$ cat src/rtl/ps2_msg_pkg.sv
// Shared types and constants for the PS/2 message controller.
package ps2_msg_pkg;

    typedef enum logic [1:0] {
        IDLE    = 2'd0,
        CAPTURE = 2'd1,
        SEND    = 2'd2
    } msg_state_e;

    localparam int CHAR_W             = 7;
    localparam int DEF_DEPTH          = 16;
    localparam int DEF_TIMEOUT_CYCLES = 50_000_000;

    // Bits needed to hold a count from 0 to n inclusive.
    function automatic int len_width(input int n);
        return $clog2(n + 1);
    endfunction

endpackage

$ cat src/rtl/ps2_msg_ctrl_buffer.sv
// Message store: DEPTH x CHAR_W register file, synchronous write, asynchronous read.
module msg_buffer
    import ps2_msg_pkg::*;
#(
    parameter int DEPTH = DEF_DEPTH
) (
    input  logic                     clk,
    input  logic                     we_i,
    input  logic [$clog2(DEPTH)-1:0] waddr_i,
    input  logic [CHAR_W-1:0]        wdata_i,
    input  logic [$clog2(DEPTH)-1:0] raddr_i,
    output logic [CHAR_W-1:0]        rdata_o
);

    logic [CHAR_W-1:0] mem_q [DEPTH];

    always_ff @(posedge clk) begin
        if (we_i) begin
            mem_q[waddr_i] <= wdata_i;
        end
    end

    assign rdata_o = mem_q[raddr_i];

endmodule

$ cat src/rtl/ps2_msg_ctrl.sv
// PS/2 message sequencer: capture translated keys between start/end keys, then stream them out.
// Optional capture idle timeout enabled with `define MSG_TIMEOUT_EN.
//
// state   | meaning
// IDLE    | receiver enabled, waiting for the start key
// CAPTURE | storing characters until the end key
// SEND    | streaming the stored message over valid/ready
module ps2_msg_ctrl
    import ps2_msg_pkg::*;
#(
    parameter int DEPTH          = DEF_DEPTH,
    parameter int TIMEOUT_CYCLES = DEF_TIMEOUT_CYCLES
) (
    input  logic                         clk,
    input  logic                         reset,
    input  logic                         valido,
    input  logic [CHAR_W-1:0]            traduccion,
    input  logic                         iniciar,
    input  logic                         terminar,
    output logic                         rx_en,
    output logic                         rd_valid,
    input  logic                         rd_ready,
    output logic [CHAR_W-1:0]            rd_data,
    output logic                         rd_last,
    output logic [len_width(DEPTH)-1:0]  msg_len,
    output logic                         busy,
    output logic                         overflow,
    output logic                         timeout
);

    localparam int LW = len_width(DEPTH);
    localparam int AW = $clog2(DEPTH);

    msg_state_e      state_q, state_d;
    logic [LW-1:0]   len_q, len_d;
    logic [AW-1:0]   rd_ptr_q, rd_ptr_d;
    logic            overflow_q, overflow_d;
    logic            rx_en_q, busy_q, rd_valid_q;
    logic            buf_we;
    logic [CHAR_W-1:0] buf_rdata;
    logic            tmo_expire;
    logic            last_w;

    msg_buffer #(.DEPTH(DEPTH)) u_buf (
        .clk     (clk),
        .we_i    (buf_we),
        .waddr_i (len_q[AW-1:0]),
        .wdata_i (traduccion),
        .raddr_i (rd_ptr_q),
        .rdata_o (buf_rdata)
    );

`ifdef MSG_TIMEOUT_EN
    localparam int CW = $clog2(TIMEOUT_CYCLES);
    localparam logic [CW-1:0] IDLE_LAST = CW'(TIMEOUT_CYCLES - 1);

    logic [CW-1:0] idle_cnt_q, idle_cnt_d;
    logic          timeout_q;

    // Counts silent CAPTURE cycles; any strobe or other state holds it at zero.
    always_comb begin
        idle_cnt_d = '0;
        tmo_expire = 1'b0;
        if (state_q == CAPTURE && !valido) begin
            idle_cnt_d = idle_cnt_q + 1'b1;
            tmo_expire = (idle_cnt_q == IDLE_LAST);
        end
    end

    always_ff @(posedge clk) begin
        if (reset) begin
            idle_cnt_q <= '0;
            timeout_q  <= 1'b0;
        end else begin
            idle_cnt_q <= idle_cnt_d;
            timeout_q  <= tmo_expire;
        end
    end

    assign timeout = timeout_q;
`else
    logic unused_timeout_cfg;
    assign unused_timeout_cfg = (TIMEOUT_CYCLES > 0);
    assign tmo_expire = 1'b0;
    assign timeout    = 1'b0;
`endif

    assign last_w = (state_q == SEND) && (LW'(rd_ptr_q) == len_q - LW'(1));

    always_comb begin
        state_d    = state_q;
        len_d      = len_q;
        rd_ptr_d   = rd_ptr_q;
        overflow_d = overflow_q;
        buf_we     = 1'b0;
        case (state_q)
            IDLE: begin
                if (valido && iniciar) begin
                    state_d    = CAPTURE;
                    len_d      = '0;
                    overflow_d = 1'b0;
                end
            end
            CAPTURE: begin
                if (valido) begin
                    if (iniciar) begin
                        len_d      = '0;
                        overflow_d = 1'b0;
                    end else if (terminar) begin
                        rd_ptr_d = '0;
                        state_d  = (len_q == '0) ? IDLE : SEND;
                    end else if (len_q < LW'(DEPTH)) begin
                        buf_we = 1'b1;
                        len_d  = len_q + 1'b1;
                    end else begin
                        overflow_d = 1'b1;
                    end
                end else if (tmo_expire) begin
                    state_d = IDLE;
                    len_d   = '0;
                end
            end
            SEND: begin
                if (rd_ready) begin
                    if (last_w) begin
                        state_d  = IDLE;
                        len_d    = '0;
                        rd_ptr_d = '0;
                    end else begin
                        rd_ptr_d = rd_ptr_q + 1'b1;
                    end
                end
            end
            default: begin
                state_d = IDLE;
                len_d   = '0;
            end
        endcase
    end

    always_ff @(posedge clk) begin
        if (reset) begin
            state_q    <= IDLE;
            len_q      <= '0;
            rd_ptr_q   <= '0;
            overflow_q <= 1'b0;
            rx_en_q    <= 1'b1;
            busy_q     <= 1'b0;
            rd_valid_q <= 1'b0;
        end else begin
            state_q    <= state_d;
            len_q      <= len_d;
            rd_ptr_q   <= rd_ptr_d;
            overflow_q <= overflow_d;
            rx_en_q    <= (state_d != SEND);
            busy_q     <= (state_d != IDLE);
            rd_valid_q <= (state_d == SEND);
        end
    end

    assign rx_en    = rx_en_q;
    assign busy     = busy_q;
    assign rd_valid = rd_valid_q;
    assign rd_data  = rd_valid_q ? buf_rdata : '0;
    assign rd_last  = rd_valid_q && last_w;
    assign msg_len  = len_q;
    assign overflow = overflow_q;

endmodule

$ cat config.mk
export PLATFORM = sky130hd
export DESIGN_NAME = ps2_msg_ctrl
export DESIGN_NICKNAME = d
export VERILOG_FILES = /design/src/rtl/ps2_msg_pkg.sv /design/src/rtl/ps2_msg_ctrl_buffer.sv /design/src/rtl/ps2_msg_ctrl.sv
export SDC_FILE = /design/constraint.sdc
export NUM_CORES = 1
export LEC_CHECK = 0
export CAP_MARGIN = 20
export CORE_MARGIN = 2
export CORE_UTILIZATION = 56
export DETAILED_ROUTE_END_ITERATION = 8
export PLACE_DENSITY = 0.76
export SYNTH_ARGS = -nofsm -noshare
export SYNTH_HDL_FRONTEND = slang
export SYNTH_SLANG_ARGS = --single-unit
export TNS_END_PERCENT = 20
$ cat constraint.sdc
create_clock -name clk -period 5.2 [get_ports clk]
set_clock_uncertainty 0.2 [all_clocks]
set_input_delay 1.04 -clock clk [delete_from_list [all_inputs] [get_ports clk]]
set_output_delay 1.04 -clock clk [all_outputs]
set_load 0.02 [all_outputs]
==> results of run 1 <==
-- cell type report --
type | count | area (um2) | share of cell area
clock buffer | 23 | 510 | 0.0794
clock inverter | 9 | 86.3 | 0.0134
sequential | 131 | 3740 | 0.583
multi-input combinational | 149 | 1570 | 0.244
tap | 129 | 161 | 0.0251
inverter | 6 | 22.5 | 0.00350
timing repair buffer | 35 | 335 | 0.0522
-- state kept, by name (all words and copies together) (netlist names), named ones only --
| register | flops |
|---|---|
| msg_len | 5 |
| u_buf.mem_q | 112 |
| state_q | 2 |
| rd_ptr_q | 4 |
| busy | 1 |
| overflow | 1 |
| rx_en | 1 |
| rd_valid | 1 |
-- kinds of logic after synthesis --
group / Yosys count
AOI/OAI and AO/OA: 31
xor gates and xnor gates: 6
adders and majority gates: 6
buffers and inverters: 19
DFF: 131
muxes: 35
other: 1
and+or+nand+nor: 70
-- critical path: stages (launching register included) --
cell and delay [ps]:
dfxtp_2 700, buf_4 300, mux4_2 530, mux4_2 490, and2_1 180, clkdlybuf4s50_1 530
-- cell usage after synthesis, drive strengths merged --
| cell type | number |
|---|---|
| dlygate4sd1 | 1 |
| ha | 6 |
| and2 | 7 |
| nor2 | 12 |
| xnor2 | 4 |
| a22oi | 2 |
| dfxtp | 19 |
| buf | 8 |
| a41oi | 1 |
| or4b | 2 |
| clkbuf | 4 |
| nand3b | 1 |
| nor3b | 6 |
| nor3 | 8 |
| or4 | 1 |
| a21o | 1 |
| or3 | 1 |
| a22o | 1 |
| and2b | 1 |
| xor3 | 1 |
| and4bb | 1 |
| a311oi | 2 |
| conb | 1 |
| or2 | 1 |
| and3 | 2 |
| inv | 6 |
| o21ai | 9 |
| a221o | 1 |
| mux4 | 35 |
| a31oi | 3 |
| edfxtp | 112 |
| nand3 | 6 |
| nand2b | 3 |
| nor2b | 4 |
| nand2 | 14 |
| xor2 | 1 |
| a211oi | 2 |
| a21oi | 9 |
-- final timing paths --
path | startpoint | cells after the start | endpoint | slack [ps]
setup / recovery | flop | 5 | rd_data[5] | 710
setup reg to reg | state_q[0]$_SDFF_PP0_ | 4 | u_buf.mem_q[10][5]$_DFFE_PP_ | 2420
hold / removal | rd_ptr_q[2]$_SDFFE_PP0P_ | 2 | rd_ptr_q[2]$_SDFFE_PP0P_ | 360
hold reg to reg | rd_ptr_q[2]$_SDFFE_PP0P_ | 2 | rd_ptr_q[2]$_SDFFE_PP0P_ | 360
-- through the flow --
stage          cell area [um2]  hold slack [ps]
2_1_floorplan             5390              296
3_3_place_gp              5830              324
3_5_place_dp              5830              346
4_1_cts                   6430              358
5_1_grt                   6430              387
6_report                  6430              365
-- metal layers --
| layer | routed length [um] | up-vias |
|---|---|---|
| li1 | - | 1287 |
| met1 | 4630 | 1469 |
| met2 | 5770 | 134 |
| met3 | 612 | 20 |
| met4 | 333 | 0 |
| met5 | 0 | - |
-- power by group --
part	switching, mW	internal (mW)	total [mW]
logic	0.0235	0.0143	0.0378
clock network	0.433	0.735	1.17
registers	0.00156	1.14	1.14
total	0.458	1.89	2.35
==> summary.md, run 1 <==
| Metric | Value |
|---|---|
| First DRT Iteration DRCs | 214 |
| Final Max Tran Viols | 0 |
| Core Area | 9280 um2 |
| Final non-filler cell total | 482 |
| Fillers | 596 |
| Initial core utilization | 0.581 |
| Pre-CTS setup slack | 1190 ps |
| # setup viols final | 0 |
| Top cells by area, synth | edfxtp_1 62%, mux4_2 15%, dfxtp_1 7.1%, ha_1 1.4%, nand2_1 0.97% |
| Layout Nets | 359 |
| Worst slew pin tran | 1010 ps |
| CTS Buf Count | 17 |
| Cell area after synthesis | 5390 um2 |
| Most frequent cells in the layout | 112 x edfxtp_1, 35 x mux4_2, 29 x clkdlybuf4s50_1 |
| Area fraction in compound gates after synthesis | 0.0394 |
| # Post-CTS Setup Buffers | 0 |
| Slew Limit Headroom | 0.324 |
| Vias per cell | 6.04 |
| I/O pins | 31 |
| Hold Fails Final Rpt | 0 |
| CP required | 3960 ps |
| Syn Inst Count | 299 |
| Die Area | 10400 um2 |
| Outcome | completed |
| GR Overflow Total | 0 |
| First-pass GRT wire length | 17200 um |
| Final Cycle Share | 0.864 |
| Ratio of cells with drive above 1 in the final layout | 0.227 |
| Clock Root Buffer | clkbuf_8 |
| Synth Area in Adders | 0.0139 |
| Most common cell after layout, fill and taps aside | edfxtp_1 |
| GR met2 Demand/Resource | 0.391 |
| Post-detail-place hpwl | 6830 um |
| Longest Clk Path Bufs | 2 |
| Vias in the first global route | 2965 |
| Post-DRT Antenna Nets | 0 |
| Fraction of the mapped netlist area in simple logic gates | 0.0724 |
| Main combinational cell family by area after synthesis | multiplexers |
| Number of H-tree levels | 4 |
| N_diodes | 0 |
| Final WL | 11400 um |
| Die Y-Extent | 102 um |
| CTS tree | done |
| Final TNS setup | 0 ps |
| Initial antenna violation count | 0 |
| Finished Core Util | 0.692 |
| Final setup margin | 706 ps |
| Highest clock rate | 223 MHz |
| Mux cell area share after synthesis | 0.146 |
| Yosys reg bits | 131 |
| Met3 Track Usage GR | 0.0472 |
| Grt peak-use layer | met2 |
| Buffers on Ports | 29 |
| Total power | 2.35 mW |
| Row Count | 35 |
| Setup crit end kind | primary output |
| Critical path arrival | 3250 ps |
| P&R area growth vs syn | 19.2% |
| Vias | 2910 |
| Avg WL per Cell | 23.5 um |
| Worst-path clk slew | 60 ps |
| CP max FO | 15 |
| Clk_lat worst skew | 510 ps |
| Number of hold buffers added after cts | 0 |
| M1 GR Usage | 0.316 |
| Largest net degree at the start of global routing | 23 |
| GRT Resource Usage Total | 0.242 |
| Worst hold path type | flop to flop |
| Post-route DRC | 0 |
| Setup Crit Path Kind | flop to primary output |
| Warnings, synthesis | 0 |
| Post-synthesis xor/xnor area fraction | 0.0160 |
| Leak pwr | 2.02 nW |
| CTS sink count | 131 |
| RSZ-0062 raised after global routing | no |
| Post-cts resize count | 0 |
| Yosys cell types | 47 |
| Sequential element share of the synthesized area | 0.694 |
| Die Span X | 102 um |
| Peak VDD IR | 227 uV |
| Pwr per Cell Area | 365 nW/um2 |
| Syn_nets | 318 |
| # Max-Cap Violations | 0 |
| Startpoint Class | flop |
| Area leader, netlist | edfxtp_1 |
| Avg Cell Area, Syn | 18.0 um2 |
| Yosys top cell area share | 0.624 |
| # placed instances | 450 |
| Min Tclk post-route | 4490 ps |
| First-pass DRT Iterations | 5 |
| Routability cong. | 0.806 |
Note: power is estimated with default switching activity, not from simulation.
==> run 2, diff against run 1 <==
Settings changed: CORE_UTILIZATION 56 to 40, PLACE_DENSITY 0.76 to default.
==> summary.md, run 2 (synthesized netlist as in run 1, its figures left out) <==
| Metric | Value |
|---|---|
| Leak pwr | 2.04 nW (+0.82%) |
| Avg WL per Cell | 21.6 um (-8.1%) |
| CTS sink count | 131 (unchanged) |
| Worst hold path type | flop to flop |
| Initial antenna violation count | 2 (+2) |
| Longest Clk Path Bufs | 2 (unchanged) |
| Reg-to-reg critical path endpoint | u_buf.mem_q[11][3]$_DFFE_PP_ |
| # setup viols final | 0 (unchanged) |
| Max reg flops | 112 (unchanged) |
| FF-to-FF Start | state_q[0]$_SDFF_PP0_ |
| CTS tree | done |
| Worst-path clk slew | 60 ps (about the same) |
| Post-detail-place hpwl | 7200 um (+5.3%) |
| Core Area | 13200 um2 (+42%) |
| Ratio of cells with drive above 1 in the final layout | 0.236 (+0.00933) |
| Setup Crit Path Kind | flop to primary output |
| Final TNS setup | 0 ps (unchanged) |
| I/O pins | 31 (unchanged) |
| Routability cong. | 0.735 (-8.8%) |
| Area of the multi-input gates | 1560 um2 (-0.32%) |
| Critical path arrival | 3050 ps (-200 ps) |
| Layout Nets | 362 (+0.84%) |
| # Max-Cap Violations | 0 (unchanged) |
| Crit-path cells | buf_12 -> mux4_2 -> mux4_2 -> and2_1 -> clkdlybuf4s50_1 |
| Post-route DRC | 0 (unchanged) |
| First DRT Iteration DRCs | 258 (+21%) |
| Number of H-tree levels | 4 (unchanged) |
| Die Area | 14400 um2 (+38%) |
| Most common cell after layout, fill and taps aside | edfxtp_1 |
| FF+latch area | 3740 um2 (unchanged) |
| Peak VDD IR | 240 uV (+5.6%) |
| CP max FO | 15 (unchanged) |
| Worst hold margin | 351 ps (-13.4 ps) |
| Vias in the first global route | 2913 (-1.8%) |
| Min Tclk post-route | 4290 ps (-207 ps) |
| Top reg by flops | u_buf.mem_q |
| Flop2flop setup slack | 2480 ps (+60 ps) |
| Largest net degree at the start of global routing | 29 (+26%) |
| CP required | 3960 ps (about the same) |
| Fillers | 1068 (+79%) |
| Worst slew pin tran | 998 ps (-12.6 ps) |
| # Post-CTS Setup Buffers | 0 (unchanged) |
| Worst path most repeated cell | mux4_2 |
| Clock Root Buffer | clkbuf_16 |
| Hold-critical path depth | 2 (unchanged) |
| Vias | 2819 (-3.1%) |
| N_diodes | 0 (unchanged) |
| Buffers on Ports | 29 (unchanged) |
| Worst r2r path cells | 4 (unchanged) |
| RSZ-0062 raised after global routing | no |
| Post-DRT Antenna Nets | 0 (unchanged) |
| Number of hold buffers added after cts | 0 (unchanged) |
| GRT Resource Usage Total | 0.174 (-0.0681) |
| Most frequent cells in the layout | 112 x edfxtp_1, 35 x mux4_2, 29 x clkdlybuf4s50_1 |
| Finished Core Util | 0.496 (-0.196) |
| Placed cell areas | 5920 um2 (+1.5%) |
| Post-cts resize count | 0 (unchanged) |
| P&R area growth vs syn | 21.4% |
| First-pass GRT wire length | 17700 um (+3.1%) |
| Final Max Tran Viols | 0 (unchanged) |
| Die Y-Extent | 120 um (+18%) |
| Pwr per Cell Area | 371 nW/um2 (+1.5%) |
| Setup crit end kind | primary output |
| Vias per cell | 5.30 (-12%) |
| Hold Fails Final Rpt | 0 (unchanged) |
| Initial core utilization | 0.409 (-0.172) |
| Row Count | 42 (+20%) |
| Slew Limit Headroom | 0.332 (+0.00845) |
| Outcome | completed |
| First-pass DRT Iterations | 4 (-1) |
| CTS Buf Count | 17 (unchanged) |
| Fin area | 6550 um2 (+1.9%) |
| Hold path startpoint | rd_ptr_q[2]$_SDFFE_PP0P_ |
| Max incr delay on CP | 670 ps (-30 ps) |
| Startpoint Class | flop |
| GR Overflow Total | 0 (unchanged) |
| Die Span X | 120 um (+18%) |
| Final Cycle Share | 0.824 (-0.0399) |
| Highest clock rate | 233 MHz (+4.8%) |
| Clk_lat worst skew | 410 ps (-100 ps) |
| Final WL | 11500 um (+1.4%) |
| Crit-path slowest cell | dfxtp_2 |
==> run 2: stage by stage <==
step,total power [mW],setup slack (ps),cells
6_report,2.43,914,532
5_1_grt,2.50,760,532
4_1_cts,2.45,841,532
3_5_place_dp,1.20,1290,500
2_1_floorplan,1.18,1930,299
3_3_place_gp,1.20,1310,500
==> run 2: report_power, final <==
part / leakage [nW] / switching [mW] / total, mW / internal (mW)
combinational: 0.577 / 0.0243 / 0.0386 / 0.0143
sequential: 1.16 / 0.00160 / 1.14 / 1.14
clock: 0.302 / 0.441 / 1.25 / 0.806
==> run 2: worst max-delay path by stage <==
stage / end / slack (ps) / startpoint / cells after the start
final: rd_data[3] / 910 / flop / 5
after global routing: rd_data[3] / 760 / flop / 5
after CTS: rd_data[3] / 840 / flop / 5
after detailed placement: rd_data[3] / 1290 / flop / 5
after global placement: rd_data[3] / 1310 / flop / 5
after floorplan: rd_last / 1930 / msg_len[0]$_SDFFE_PP0P_ / 6
==> run 2: layout make-up <==
class,instances,share of cell area
inverter,6,0.00344
tap,176,0.0336
sequential,131,0.572
clock inverter,11,0.0227
timing repair buffer,38,0.0566
clock buffer,21,0.0734
multi-input combinational,149,0.238
==> run 2: critical path, delay by kind of cell (launching register included) <==
family                 cells  cell delay, ps
buffers and inverters      2             780
flip-flops                 1             670
multiplexers               2             990
AND/OR/NAND/NOR            1             180
==> run 2: metal layers <==
metal	vias to the layer above	track usage	part of all wire
met5	-	0	0.0011
met1	1430	0.236	0.43
met2	87	0.260	0.48
met3	13	0.0623	0.078
li1	1287	-	-
met4	2	0.0618	0.010
==> run 3, diff against run 2 <==
Clock period 5.2 ns to 3.75 ns, I/O delays scaled along.
==> summary.md, run 3 (synthesized netlist as in run 1, its figures left out) <==
| Metric | Value |
|---|---|
| Outcome | completed |
| Avg WL per Cell | 20.5 um (-5.3%) |
| Worst hold margin | 344 ps (-7.54 ps) |
| Slew Limit Headroom | 0.584 (+0.252) |
| Logic pwr share | 0.017 (about the same) |
| GR Overflow Total | 0 (unchanged) |
| Finished Core Util | 0.502 (+0.00512) |
| Vias | 2869 (+1.8%) |
| Post-detail-place hpwl | 6880 um (-4.4%) |
| Ratio of cells with drive above 1 in the final layout | 0.263 (+0.0269) |
| Highest clock rate | 272 MHz |
| Final WL | 11200 um (-3.0%) |
| RSZ-0062 raised after global routing | yes |
| Final Max Tran Viols | 0 (unchanged) |
| Met1 wire length | 4860 um (-2.2%) |
| First-pass GRT wire length | 17100 um (-3.4%) |
| # Max-Cap Violations | 0 (unchanged) |
| CTS tree | done |
| Layout Nets | 375 (+3.6%) |
| Peak VDD IR | 184 uV (-24%) |
| Top reg by flops | u_buf.mem_q |
| Largest net degree at the start of global routing | 29 (unchanged) |
| Pwr per Cell Area | 480 nW/um2 (+29%) |
| P&R area growth vs syn | 22.7% |
| Most frequent cells in the layout | 112 x edfxtp_1, 35 x mux4_2, 23 x clkdlybuf4s50_1 |
| # setup viols final | 0 (unchanged) |
| Final Cycle Share | 0.981 |
| CP required | 2800 ps (-1160 ps) |
| Post-DRT Antenna Nets | 0 (unchanged) |
| Max reg flops | 112 (unchanged) |
| Longest Clk Path Bufs | 2 (unchanged) |
| Vias per cell | 5.26 (-0.65%) |
| Clk pwr share | 0.484 (-0.030) |
| Worst hold path type | flop to flop |
| Core Area | 13200 um2 (unchanged) |
| Row Count | 42 (unchanged) |
| Die Area | 14400 um2 (unchanged) |
| I/O pins | 31 (unchanged) |
| Hold Fails Final Rpt | 0 (unchanged) |
| Critical path arrival | 2730 ps (-320 ps) |
| GRT Resource Usage Total | 0.168 (-0.00604) |
| First-pass DRT Iterations | 4 (unchanged) |
| Power Internal | 2.51 mW (+28%) |
| Most common cell after layout, fill and taps aside | edfxtp_1 |
| Initial antenna violation count | 1 (-1) |
| Switching Power | 0.658 mW (+41%) |
| CTS sink count | 131 (unchanged) |
| Post-route DRC | 0 (unchanged) |
| Part of the power in registers | 0.499 (+0.028) |
| Startpoint Class | flop |
| Min Tclk post-route | 3680 ps |
| Setup Crit Path Kind | flop to primary output |
| Die Y-Extent | 120 um (unchanged) |
| Buffers on Ports | 29 (unchanged) |
| First DRT Iteration DRCs | 184 (-29%) |
| Routability cong. | 0.740 (+0.69%) |
| Clk_lat worst skew | 420 ps (about the same) |
| Setup crit end kind | primary output |
| WL met3 | 751 um (-16%) |
| Worst-path clk slew | 60 ps (about the same) |
| Die Span X | 120 um (unchanged) |
| CP max FO | 14 (-1) |
| Top Metal Used | met4 |
| Worst slew pin tran | 623 ps (-375 ps) |
| CTS Buf Count | 17 (unchanged) |
| Vias in the first global route | 2947 (+1.2%) |
| Initial core utilization | 0.409 (unchanged) |
| Sw Share | 0.208 (+0.0151) |
| Number of H-tree levels | 4 (unchanged) |
| DR WL met2 | 5440 um (-1.2%) |
| Leak pwr | 2.19 nW (+7.3%) |
| Clock Root Buffer | clkbuf_16 |
| N_diodes | 0 (unchanged) |
-- run 3: worst paths after layout --
check | endpoint | slack [ps] | start | depth (start not counted)
setup / recovery | rd_data[6] | 70 | flop | 5
hold reg to reg | flop | 340 | rd_ptr_q[0]$_SDFFE_PP0P_ | 2
setup reg to reg | flop | 1380 | msg_len[0]$_SDFFE_PP0P_ | 7
hold / removal | flop | 340 | rd_ptr_q[0]$_SDFFE_PP0P_ | 2
-- run 3: final cells by class --
type | instances | area (um2)
Clock buffer | 17 | 425
Tap cell | 176 | 220
Clock inverter | 15 | 131
Multi-Input combinational cell | 149 | 1560
Sequential cell | 131 | 3750
Timing Repair Buffer | 51 | 513
Inverter | 6 | 22.5
Fill cell | 1091 | 6570
-- run 3: layer usage --
metal  track usage  up-vias
met5             0        -
met4        0.0618        0
met3        0.0594        9
met2         0.253       81
met1         0.225     1455
li1              -     1324
-- run 3: power groups by stage --
stage               clock network (mW)  logic, mW  registers [mW]
global route                      1.63     0.0596            1.58
finish                            1.54     0.0536            1.58
CTS                               1.57     0.0540            1.58
detailed placement                   0     0.0540            1.61
global placement                     0     0.0519            1.61
floorplan                            0     0.0165            1.62
-- run 3: repair_timing --
item | in CTS | in global routing
resized for setup | 0 | 8
setup endpoints to repair | 0 | 8
hold buffers | 0 | 0
buffers inserted | 0 | 0
-- run 3: critical path: stages (launching register included) --
cell	delay (ps)
dfxtp_2	400
clkbuf_16	230
mux4_2	530
mux4_2	460
and2_1	160
clkdlybuf4s50_1	520
-- run 3: through the flow --
step	std cells	power [mW]	TNS (ps)	setup slack (ps)	area [um2]
after global routing	545	3.28	-10.9	-10.9	6620
after CTS	544	3.21	0	2.01	6570
final	545	3.17	0	70.5	6620
after detailed placement	512	1.67	0	462	6020
after global placement	512	1.67	0	469	6020
after floorplan	299	1.63	0	774	5390
